==> src/rtl/rmgmt_mem_pkg.sv <==
// rtl/rmgmt_mem_pkg.sv - shared types for the rmgmt memory responder
//
// Purpose : state encoding and byte-enable helpers used by the responder and
//           its optional alignment checker.
// Ports   : none (package).
package rmgmt_mem_pkg;

    localparam int unsigned BE_W = 4;

    typedef enum logic [1:0] {
        IDLE      = 2'd0,
        CORE_XFER = 2'd1,
        RM_XFER   = 2'd2,
        RM_DONE   = 2'd3
    } rmgmt_mem_state_t;

    // Word access needs addr[1:0]==0; halfword access (either half) needs addr[0]==0.
    // Byte accesses and irregular enable patterns are never flagged.
    function automatic logic is_misaligned(input logic [1:0] addr_lo,
                                           input logic [BE_W-1:0] byte_en);
        logic bad;
        bad = 1'b0;
        if (byte_en == 4'hF && addr_lo != 2'b00) begin
            bad = 1'b1;
        end
        if ((byte_en == 4'h3 || byte_en == 4'hC) && addr_lo[0]) begin
            bad = 1'b1;
        end
        return bad;
    endfunction

endpackage

==> src/rtl/rv32i_types_pkg.sv <==
// rtl/rv32i_types_pkg.sv - RV32I shared scalar types
//
// Purpose : machine word type shared by the core and its memory-side helpers.
// Ports   : none (package).
package rv32i_types_pkg;

    localparam int unsigned WORD_W = 32;

    typedef logic [WORD_W-1:0] word_t;

endpackage

==> src/rtl/rmgmt_align_check.sv <==
// rtl/rmgmt_align_check.sv - extension access alignment detector
//
// Purpose : flags an extension access whose byte enables do not fit the
//           natural alignment of the address. Purely combinational.
// Ports   : addr_lo    in  2  low address bits of the extension request
//           byte_en    in  4  extension byte enables
//           misaligned out 1  access is misaligned
module rmgmt_align_check
    import rmgmt_mem_pkg::*;
(
    input  logic [1:0]      addr_lo,
    input  logic [BE_W-1:0] byte_en,
    output logic            misaligned
);

    assign misaligned = is_misaligned(addr_lo, byte_en);

endmodule

==> src/rtl/rmgmt_mem_responder.sv <==
// rtl/rmgmt_mem_responder.sv - arbitrates extension and core data requests onto one bus
//
// Purpose : single-outstanding bus master shared by a pipeline extension
//           (rm_*) and the native core data port (core_*). The extension wins
//           ties; its result is held in RM_DONE until the pipeline advances so
//           a held request is never reissued.
// Optional: RMGMT_MEM_ALIGN_CHECK_EN adds the misaligned output and drops
//           misaligned extension requests without touching the bus.
// Ports   : CLK, nRST (async, active-low)
//           req_mem, rm_ren, rm_wen, rm_addr, rm_store, rm_byte_en -> mem_load, mem_busy
//           advance, ex_flush                 pipeline control
//           core_ren, core_wen, core_addr, core_wdata, core_byte_en -> core_rdata, core_busy
//           bus_ren, bus_wen, bus_addr, bus_wdata, bus_byte_en <- bus_rdata, bus_busy
//           misaligned (macro only)           one-cycle misaligned-request pulse
module rmgmt_mem_responder
    import rv32i_types_pkg::*;
    import rmgmt_mem_pkg::*;
(
    input  logic            CLK,
    input  logic            nRST,
    input  logic            req_mem,
    input  logic            rm_ren,
    input  logic            rm_wen,
    input  word_t           rm_addr,
    input  word_t           rm_store,
    input  logic [BE_W-1:0] rm_byte_en,
    output word_t           mem_load,
    output logic            mem_busy,
    input  logic            advance,
    input  logic            ex_flush,
    input  logic            core_ren,
    input  logic            core_wen,
    input  word_t           core_addr,
    input  word_t           core_wdata,
    input  logic [BE_W-1:0] core_byte_en,
    output word_t           core_rdata,
    output logic            core_busy,
    output logic            bus_ren,
    output logic            bus_wen,
    output word_t           bus_addr,
    output word_t           bus_wdata,
    output logic [BE_W-1:0] bus_byte_en,
    input  word_t           bus_rdata,
    input  logic            bus_busy
`ifdef RMGMT_MEM_ALIGN_CHECK_EN
    ,
    output logic            misaligned
`endif
);

    rmgmt_mem_state_t state_q, state_d;

    word_t           addr_q, wdata_q, mem_load_q, core_rdata_q;
    logic [BE_W-1:0] be_q;
    logic            ren_q, wen_q;
    logic            flush_q;
    logic            capture_rm, capture_core;

    logic rm_req, core_req, in_xfer, core_done, rm_done, rm_bad, rm_flushed;

    assign rm_req     = req_mem & (rm_ren | rm_wen);
    assign core_req   = core_ren | core_wen;
    assign in_xfer    = (state_q == CORE_XFER) || (state_q == RM_XFER);
    assign core_done  = (state_q == CORE_XFER) && !bus_busy;
    assign rm_done    = (state_q == RM_XFER) && !bus_busy;
    // A flush seen at any point of the transfer (including its last cycle) discards it.
    assign rm_flushed = flush_q | ex_flush;

`ifdef RMGMT_MEM_ALIGN_CHECK_EN
    logic mis_q;

    rmgmt_align_check u_align_check (
        .addr_lo    (rm_addr[1:0]),
        .byte_en    (rm_byte_en),
        .misaligned (rm_bad)
    );

    always_ff @(posedge CLK or negedge nRST) begin
        if (!nRST) begin
            mis_q <= 1'b0;
        end else begin
            mis_q <= (state_q == IDLE) && rm_req && rm_bad;
        end
    end

    assign misaligned = mis_q;
`else
    assign rm_bad = 1'b0;
`endif

    always_comb begin
        state_d      = state_q;
        capture_rm   = 1'b0;
        capture_core = 1'b0;
        case (state_q)
            IDLE: begin
                if (rm_req) begin
                    if (rm_bad) begin
                        state_d = RM_DONE;
                    end else begin
                        state_d    = RM_XFER;
                        capture_rm = 1'b1;
                    end
                end else if (core_req) begin
                    state_d      = CORE_XFER;
                    capture_core = 1'b1;
                end
            end
            CORE_XFER: begin
                if (!bus_busy) begin
                    state_d = IDLE;
                end
            end
            RM_XFER: begin
                if (!bus_busy) begin
                    state_d = rm_flushed ? IDLE : RM_DONE;
                end
            end
            RM_DONE: begin
                if (advance || !req_mem || ex_flush) begin
                    state_d = IDLE;
                end
            end
            default: state_d = IDLE;
        endcase
    end

    always_ff @(posedge CLK or negedge nRST) begin
        if (!nRST) begin
            state_q      <= IDLE;
            addr_q       <= '0;
            wdata_q      <= '0;
            be_q         <= '0;
            ren_q        <= 1'b0;
            wen_q        <= 1'b0;
            flush_q      <= 1'b0;
            mem_load_q   <= '0;
            core_rdata_q <= '0;
        end else begin
            state_q <= state_d;
            if (capture_rm) begin
                addr_q  <= rm_addr;
                wdata_q <= rm_store;
                be_q    <= rm_byte_en;
                // Read+write together is a write.
                ren_q   <= rm_ren & ~rm_wen;
                wen_q   <= rm_wen;
            end else if (capture_core) begin
                addr_q  <= core_addr;
                wdata_q <= core_wdata;
                be_q    <= core_byte_en;
                ren_q   <= core_ren & ~core_wen;
                wen_q   <= core_wen;
            end
            if (state_q == RM_XFER && state_d == RM_XFER) begin
                flush_q <= flush_q | ex_flush;
            end else begin
                flush_q <= 1'b0;
            end
            if (rm_done && !rm_flushed && ren_q) begin
                mem_load_q <= bus_rdata;
            end
            if (core_done) begin
                core_rdata_q <= bus_rdata;
            end
        end
    end

    assign bus_ren     = in_xfer & ren_q;
    assign bus_wen     = in_xfer & wen_q;
    assign bus_addr    = addr_q;
    assign bus_wdata   = wdata_q;
    assign bus_byte_en = be_q;

    assign mem_load   = mem_load_q;
    // The core sees its read data in the completion cycle itself.
    assign core_rdata = core_done ? bus_rdata : core_rdata_q;
    assign core_busy  = core_req && !core_done;
    assign mem_busy   = rm_req && (state_q != RM_DONE) && !rm_done;

endmodule

==> config.mk <==
export PLATFORM = sky130hd
export DESIGN_NAME = rmgmt_mem_responder
export DESIGN_NICKNAME = d
export VERILOG_FILES = /design/src/rtl/rmgmt_mem_pkg.sv /design/src/rtl/rv32i_types_pkg.sv /design/src/rtl/rmgmt_align_check.sv /design/src/rtl/rmgmt_mem_responder.sv
export SDC_FILE = /design/constraint.sdc
export NUM_CORES = 1
export LEC_CHECK = 0
export ABC_AREA = 1
export CAP_MARGIN = 20
export CORE_MARGIN = 4
export CORE_UTILIZATION = 42
export DETAILED_ROUTE_END_ITERATION = 8
export PLACE_DENSITY_LB_ADDON = 0.3
export SLEW_MARGIN = 20
export SYNTH_ARGS = -nofsm -noshare
export SYNTH_HDL_FRONTEND = slang
export SYNTH_SLANG_ARGS = --single-unit
==> constraint.sdc <==
create_clock -name CLK -period 2.75 [get_ports CLK]
set_input_delay 0.55 -clock CLK [delete_from_list [all_inputs] [get_ports CLK]]
set_output_delay 0.55 -clock CLK [all_outputs]
set_load 0.03 [all_outputs]
==> summary by stage, run 1 <==
Run status
The flow ran to the end, and the final reports show no timing, DRC or antenna violations.

STA
Setup repair after global routing could not meet its margin everywhere. Across the routed clock network, the largest skew measured is 0.00782 ns. The transition time at the pin with the least slew margin is 0.562 ns. The final hold violation count is 0. The relative slew slack is 0.625.

The number of setup violations in the final report is 0. Setup slack on the critical path of the routed design comes to 0.0851 ns. The number of pins with negative max-slew slack in the final report came to 0.

The clock period could shrink to 2.66 ns. In the finished design, the share of the clock period the worst path needs comes to 0.969. Hold timing on the final database bottoms out at a slack of 0.0429 ns. The maximum clock frequency is 375 MHz.

Clock tree
The later-pin clock latency in the skew report is 0.42 ns. CTS saw 137 sinks. The cell at the root of the clock tree is sky130_fd_sc_hd__clkbuf_16. The number of CTS-inserted buffers is 17. TritonCTS built the clock tree. Clock-pin slew was measured on the worst setup and hold paths at 0.06 ns. The number of H-tree levels is 4. The number of post-CTS setup repair buffers is 0.

The maximum count of clock buffers along a single path is 2.

Setup path
The endpoint of the most critical register-to-register path is bus_wdata[6]$_DFFE_PN0P_. Along the worst path, the maximum fanout reaches 64. For the worst flop-to-flop path, the logic depth is 7. The minimum setup slack among reg-to-reg paths is 0.90 ns. STA classifies the critical path endpoint as an output pin.

Data arrives at the worst endpoint at 2.11 ns. The nature of the critical path startpoint is a register. The reg-to-reg critical path startpoint is state_q[1]$_DFF_PN0_. The critical path is of the register to output pin type.

For the worst setup path, the data required time is 2.20 ns.

Synthesis
The instance count of the mapped netlist is 655. The number of nets produced by synthesis is 837. The portion of synthesized cell area occupied by the leading cell type is 0.588. The number of distinct library cell variants in the gate-level netlist after synthesis is 22. The number of enable flip-flop cells after synthesis is 0. Counting flops with an async set or reset pin after synthesis yields a share of 1.00.

The cell area that synthesis handed to floorplanning was 5830 um2. The portion of the post-synthesis area used by sequential elements is 0.588. The cell type contributing the most total cell area after synthesis is sky130_fd_sc_hd__dfrtp_1. After synthesis, the most frequently instantiated cells are sky130_fd_sc_hd__nand2_1, sky130_fd_sc_hd__dfrtp_1, sky130_fd_sc_hd__inv_1, sky130_fd_sc_hd__o211ai_1, sky130_fd_sc_hd__o21ai_0. The most frequent cell after synthesis is sky130_fd_sc_hd__nand2_1. After synthesis, the mean cell area works out to 8.90 um2. The most frequently used flop master after synthesis is sky130_fd_sc_hd__dfrtp_1. The synthesized design contains 137 register bits. The count of warnings emitted by yosys is 0. After synthesis, the cell types taking the most area are sky130_fd_sc_hd__dfrtp_1, sky130_fd_sc_hd__nand2_1, sky130_fd_sc_hd__o211ai_1, sky130_fd_sc_hd__inv_1, sky130_fd_sc_hd__o21ai_0.

Flow run
The tool flagged a number of max-cap violations equal to 0.

GRT
The via count of the first global-routing pass is 5578. The combined global-route utilization of all metal layers is 0.242. The initial antenna violation count is 0. The first global-routing pass estimated 29900 um of wire.

Entering global routing, the biggest net connects 65 pins. The overflow left after global routing is 0.

Die
The region available for standard cell placement spans 13400 um2. The area of the die is 15800 um2. The initial utilization of the core area, before any placement, comes to 0.435. During I/O placement, the number of pins put on the boundary was 314. The initialized floorplan defines 42 standard-cell rows. From left edge to right edge, the die measures 126 um. The floorplan die height is 126 um.

Detailed routing
After detailed routing, the number of remaining DRC violations is 0. The post-detailed-route count of antenna-violating nets is 0. After detailed routing, the average wire length per cell comes to 16.7 um. For this block, the via count after detailed routing is 5550.

The first detailed-routing pass took 4 iterations. After detailed routing, the total wire length is 19300 um. Dividing the detail-routed via count by the number of cells gives 4.80. The count of routing violations after the opening detailed-route iteration is 276.

Placed design
At the end of routability-driven placement, the weighted congestion stood at 0.884. Prior to clock tree synthesis, the placed netlist has a worst setup slack of 0.150 ns. The count of buffers added on input and output ports is 313. The half-perimeter wire length after placement is 14500 um.

Cells and area
In the final layout, the share of cells above drive strength 1 is 0.0857. 0 antenna diodes ended up in the layout. The final-layout fill cell count is 1003. Compared with the post-synthesis result, the final layout area differs by 66.8%.

At the end of the flow, the number of nets in the layout was 1149.

Min path
The class of the tightest hold or removal check is input port to async pin.

Pwr
The power per unit of standard cell area is 1250 nW/um2. The largest voltage drop on the vdd net is 0.000797 V. Summed over all cells, the static leakage comes to 4.45 nW.
## layout make-up
| class | instances | area, um2 | share of cell area |
|---|---|---|---|
| timing repair buffer | 326 | 3220 | 0.331 |
| clock inverter | 12 | 150 | 0.0154 |
| sequential | 137 | 3430 | 0.353 |
| inverter | 113 | 424 | 0.0436 |
| clock buffer | 20 | 447 | 0.0459 |
| multi-input combinational | 372 | 1840 | 0.189 |
| tap | 176 | 220 | 0.0227 |
## critical path, cell delays in order (launching register included)
cell and delay (ns):
sky130_fd_sc_hd__dfrtp_1 0.41, sky130_fd_sc_hd__inv_1 0.12, sky130_fd_sc_hd__ha_1 0.19, sky130_fd_sc_hd__inv_1 0.05, sky130_fd_sc_hd__nor2_1 0.15, sky130_fd_sc_hd__inv_2 0.07
sky130_fd_sc_hd__buf_12 0.18, sky130_fd_sc_hd__o21ai_0 0.30, sky130_fd_sc_hd__buf_4 0.23
## how the worst max path moves through the flow
| stage | startpoint | end | slack, ns | cells after the start |
|---|---|---|---|---|
| 2_1_floorplan | state_q[1]$_DFF_PN0_ | core_rdata[0] | 0.38 | 7 |
| 3_3_place_gp | core_wen | core_busy | 0.16 | 5 |
| 3_5_place_dp | core_wen | core_busy | 0.15 | 5 |
| 4_1_cts | state_q[0]$_DFF_PN0_ | mem_busy | 0.06 | 6 |
| 5_1_grt | state_q[1]$_DFF_PN0_ | core_rdata[13] | -0.0006 | 8 |
| 6_report | state_q[1]$_DFF_PN0_ | core_rdata[31] | 0.09 | 8 |
## cell families (layout without fill, tap and decap cells)
group,after synthesis,in the layout,synth area share
adders and majority gates,4,4,0.00859
buffers and inverters,146,471,0.0992
and+or+nand+nor,225,225,0.149
AOI/OAI and AO/OA,143,143,0.155
DFF,137,137,0.588
## where the power goes
group / total (mW) / switching, mW / internal, mW
Clock: 2.29 / 0.849 / 1.44
Combinational: 6.42 / 3.92 / 2.50
Sequential: 3.41 / 0.441 / 2.97
## metrics by stage
step,utilization,cell area (um2),TNS (ns),power (mW),std cells
after floorplan,-,5830,0,7.05,655
after global placement,0.681,9120,0,9.79,1124
after detailed placement,0.681,9120,0,9.90,1124
after CTS,0.725,9720,0,12.2,1156
after global routing,0.725,9720,-0.00105,12.8,1156
final,0.725,9720,0,12.1,1156
## state kept, by name, indices dropped and copies added (netlist names)
name and cells:
bus_byte_en 4, flush_q 1, ren_q 1, bus_addr 32
core_rdata_q 32, mem_load 32, bus_wdata 32, state_q 2
wen_q 1
## cells in the final DEF (no fill, tap or decap), types with 2 or more instances in the layout
master,n
sky130_fd_sc_hd__inv_1,111
sky130_fd_sc_hd__inv_2,2
sky130_fd_sc_hd__dfrtp_1,137
sky130_fd_sc_hd__o21ai_1,3
sky130_fd_sc_hd__clkinvlp_4,3
sky130_fd_sc_hd__bufinv_16,3
sky130_fd_sc_hd__clkinv_4,2
sky130_fd_sc_hd__clkbuf_1,2
sky130_fd_sc_hd__nand3_1,5
sky130_fd_sc_hd__ha_1,4
sky130_fd_sc_hd__clkinv_2,4
sky130_fd_sc_hd__buf_4,40
sky130_fd_sc_hd__a21oi_1,4
sky130_fd_sc_hd__clkbuf_16,17
sky130_fd_sc_hd__nand2_1,208
sky130_fd_sc_hd__o21ai_0,65
sky130_fd_sc_hd__buf_12,5
sky130_fd_sc_hd__clkdlybuf4s50_1,279
sky130_fd_sc_hd__nor2_4,2
sky130_fd_sc_hd__o211ai_1,68
sky130_fd_sc_hd__nor2_1,8
## metal layers
layer  share of wire  up-vias  track usage
li1                -     2698            -
met1            0.40     2591        0.284
met2            0.50      230        0.414
met3           0.083       31       0.0902
met4           0.024        0       0.0763
met5               0        -            0
## what timing repair did
item | in CTS | in global routing
hold buffers | 0 | 0
endpoints found under the setup margin | 0 | 6
resized for setup | 0 | 3
Note: power is estimated with default switching activity, not from simulation.
==> run 2: changes to the inputs <==
--- a/config.mk
+++ b/config.mk
@@ -10,6 +10,7 @@
 export CORE_MARGIN = 4
 export CORE_UTILIZATION = 42
 export DETAILED_ROUTE_END_ITERATION = 8
+export HOLD_SLACK_MARGIN = 0.05
 export PLACE_DENSITY_LB_ADDON = 0.3
 export SLEW_MARGIN = 20
 export SYNTH_ARGS = -nofsm -noshare
==> run 2 against run 1 <==
Effect of this change:
- clock power hardly changed
- combinational power hardly changed
- flip-flop and latch count stayed put
- critical path depth stayed put
- sequential share of layout area hardly changed
- critical endpoint unchanged
- non-clock buffer count is 1 higher
- via count is 0.14% lower
==> summary by stage, run 2 (synthesis results as in run 1) <==
STA
The maximum clock frequency is 377 MHz (+0.37%). The final worst-path cycle share is 0.966 (-0.00353). The relative slew slack is 0.625 (about the same).

The worst clock skew on the final layout is 0.00753 ns (-0.000282 ns). The total negative slack for setup checks was 0 ns (unchanged). The final hold violation count was 0 (unchanged). The transition time at the pin with the least slew margin was 0.562 ns (-0.0000202 ns). The number of pins with negative max-slew slack in the final report is 0 (unchanged). The clock period minus final worst setup slack is 2.66 ns (-0.00971 ns).

The number of setup violations in the final report is 0 (unchanged). Setup repair after global routing could not meet its margin everywhere.

Cells and area
The area of all placed cells without fillers was 9730 um2 (+0.10%). The sequential cell area in the final layout is 3430 um2 (unchanged). The non-filler instance count after layout is 1157 (+0.087%). The count of inserted antenna diode cells is 0 (unchanged). The area added between synthesis and finish is 66.9%. The proportion of layout cells with a drive suffix above 1 is 0.0856 (-0.0000874). The area of the multi-input gates is 1840 um2 (unchanged). The final layout net count is 1150 (+0.087%). The library cell used most frequently in the layout, excluding fill and tap cells, is sky130_fd_sc_hd__clkdlybuf4s50_1. In the layout the commonest cells are sky130_fd_sc_hd__clkdlybuf4s50_1, sky130_fd_sc_hd__nand2_1, sky130_fd_sc_hd__dfrtp_1. The final-layout fill cell count is 1001 (-0.20%).

Run status
The flow ran to the end, and the final reports show no timing, DRC or antenna violations.

GRT
The overflow left after global routing is 0 (unchanged). The via count of the first global-routing pass is 5578 (unchanged). The wire length of the first global-routing pass is 30000 um (about the same). The maximum number of pins on one net before global-route repair is 65 (unchanged). The combined global-route utilization of all metal layers came to 0.242 (+0.000361). The initial antenna violation count was 0 (unchanged).

Setup path
The largest delay contributor family on the critical path is buffers and inverters. The minimum setup slack among reg-to-reg paths is 0.90 ns (about the same). The number of buffers and inverters on the critical path is 5 (unchanged).

The worst setup path is of the register to output pin kind. The nature of the critical path startpoint is a register. The data arrival time at the worst-slack endpoint was 2.11 ns (about the same). The category of the worst setup path capture point is an output pin. The maximum cell stage delay along the critical path came to 0.41 ns (about the same). The most numerous cell type found on the critical path is sky130_fd_sc_hd__inv_1.

Among all stages on the critical path, the largest delay is contributed by sky130_fd_sc_hd__dfrtp_1. The maximum fanout along the worst path is 64 (unchanged). The signal on the critical path passes through inv_1 -> ha_1 -> inv_1 -> nor2_1 -> inv_2 -> buf_12 -> o21ai_0 -> buf_4. The critical path data required time came to 2.20 ns (about the same).

Pwr
The proportion of power drawn by the clock network is 0.189 (about the same). The power per unit of standard cell area is 1250 nW/um2 (about the same). The register share of total power is 0.281 (about the same). The internal portion of total power is 6.92 mW (about the same). The largest voltage drop on the vdd net is 0.000798 V (about the same). The switching part of the total power is 0.430 (about the same).

The static leakage power is 4.46 nW (about the same). The portion of total power attributed to combinational logic is 0.529 (about the same). The switching component of the power was 5.21 mW (about the same).

Detailed routing
The residual DRC count is 0 (unchanged). The vias per cell is 4.79 (-0.23%). The count of routing violations after the opening detailed-route iteration is 287 (+4.0%). The post-detailed-route count of antenna-violating nets came to 0 (unchanged). The final routed wirelength across all metal layers is 19300 um (+0.30%). The via count is 5542 (-0.14%). The mean routed wirelength per cell is 16.7 um (+0.21%).

The number of detailed-route iterations in the first pass is 4 (unchanged).

Placed design
The routability congestion estimate from global placement is 0.884 (unchanged). The total placed cells including tap cells is 1124 (unchanged). The half-perimeter wire length after placement is 14500 um (unchanged). The cell area reported after detailed placement came to 9120 um2 (unchanged). The port buffer count is 313 (unchanged).

Die
The floorplan die height came to 126 um (unchanged). The starting density of the core was 0.435 (unchanged). The number of top-level pins was 314 (unchanged).

The number of rows in the core area was 42 (unchanged). The die extent in x was 126 um (unchanged). The area of the die came to 15800 um2 (unchanged). The area of the core is 13400 um2 (unchanged).

Clock tree
The maximum count of clock buffers along a single path is 2 (unchanged). The clock sink total is 137 (unchanged). The number of H-tree levels came to 4 (unchanged). TritonCTS built the clock tree.

The number of CTS-inserted buffers is 17 (unchanged). The later-pin clock latency in the skew report is 0.42 ns (about the same). The cell at the root of the clock tree is sky130_fd_sc_hd__clkbuf_16. The clock slew at the register clock pins of the worst setup and hold paths is 0.06 ns (about the same).

Flow run
The max capacitance violation total is 0 (unchanged).

Min path
The class of the tightest hold or removal check is register to register.
## run 2: cell types whose count changed in the layout (fill, tap and decap cells not counted), sizes merged
| cell | before | now |
|---|---|---|
| dlygate4sd3 | 0 | 1 |
## run 2: worst paths after layout
path | start | to | depth (start not counted)
max in group asynchronous | nRST | bus_addr[12]$_DFFE_PN0P_ | 3
worst max register to register | state_q[1]$_DFF_PN0_ | bus_wdata[6]$_DFFE_PN0P_ | 7
worst max-delay path | state_q[1]$_DFF_PN0_ | core_rdata[31] | 8
min in group asynchronous | nRST | bus_wdata[3]$_DFFE_PN0P_ | 2
worst min-delay path | mem_load[21]$_DFFE_PN0P_ | mem_load[21]$_DFFE_PN0P_ | 2
worst min register to register | mem_load[21]$_DFFE_PN0P_ | mem_load[21]$_DFFE_PN0P_ | 2
## run 2: through the flow
step | utilization | hold WS, ns | worst slack [ns] | total power, mW
2_1_floorplan | - | 0.254 | 0.378 | 7.05
3_3_place_gp | 0.681 | 0.464 | 0.161 | 9.79
3_5_place_dp | 0.681 | 0.472 | 0.150 | 9.90
4_1_cts | 0.726 | 0.486 | 0.0583 | 12.2
5_1_grt | 0.726 | 0.512 | -0.000645 | 12.8
6_report | 0.726 | 0.482 | 0.0948 | 12.1
## run 2: layout make-up
type                            count  share of cell area
Sequential cell                   137               0.352
Timing Repair Buffer              327               0.332
Multi-Input combinational cell    372               0.189
Clock buffer                       20              0.0459
Inverter                          113              0.0436
Tap cell                          176              0.0226
Clock inverter                     12              0.0154
## run 2: repair_timing
item / CTS / global route
hold buffers: 1 / 0
resized for setup: 0 / 3
buffers inserted: 0 / 0
endpoints found under the setup margin: 0 / 6
endpoints found under the hold margin: 35 / 0
## run 2: power by group through the flow
stage	Clock, mW	Combinational [mW]	Sequential (mW)
after floorplan	0	2.24	4.81
after global placement	0	6.39	3.40
after detailed placement	0	6.46	3.44
after CTS	2.33	6.50	3.41
after global routing	2.42	6.86	3.52
final	2.30	6.42	3.41
## run 2: worst min-delay path, stage by stage, from the launching register on
cell and delay, ns:
sky130_fd_sc_hd__dfrtp_1 0.34, sky130_fd_sc_hd__nand2_1 0.05, sky130_fd_sc_hd__o21ai_0 0.06
## run 2: metal layers
| metal | GRT usage | vias up | routed length, um | share of wire |
|---|---|---|---|---|
| met5 | 0 | - | 0 | 0 |
| met4 | 0.0763 | 0 | 441 | 0.023 |
| met3 | 0.0885 | 29 | 1640 | 0.085 |
| met2 | 0.414 | 219 | 9590 | 0.50 |
| met1 | 0.286 | 2592 | 7640 | 0.40 |
| li1 | - | 2702 | - | - |
==> run 3: changes to the inputs <==
--- a/config.mk
+++ b/config.mk
@@ -15,4 +15,5 @@
 export SLEW_MARGIN = 20
 export SYNTH_ARGS = -nofsm -noshare
 export SYNTH_HDL_FRONTEND = slang
+export SYNTH_HIERARCHICAL = 1
 export SYNTH_SLANG_ARGS = --single-unit
==> results of run 3 <==
Same layout as run 2: the final DEF is identical, and so are final timing and power.
Among the figures that moved: Yosys warning count 0 -> 6
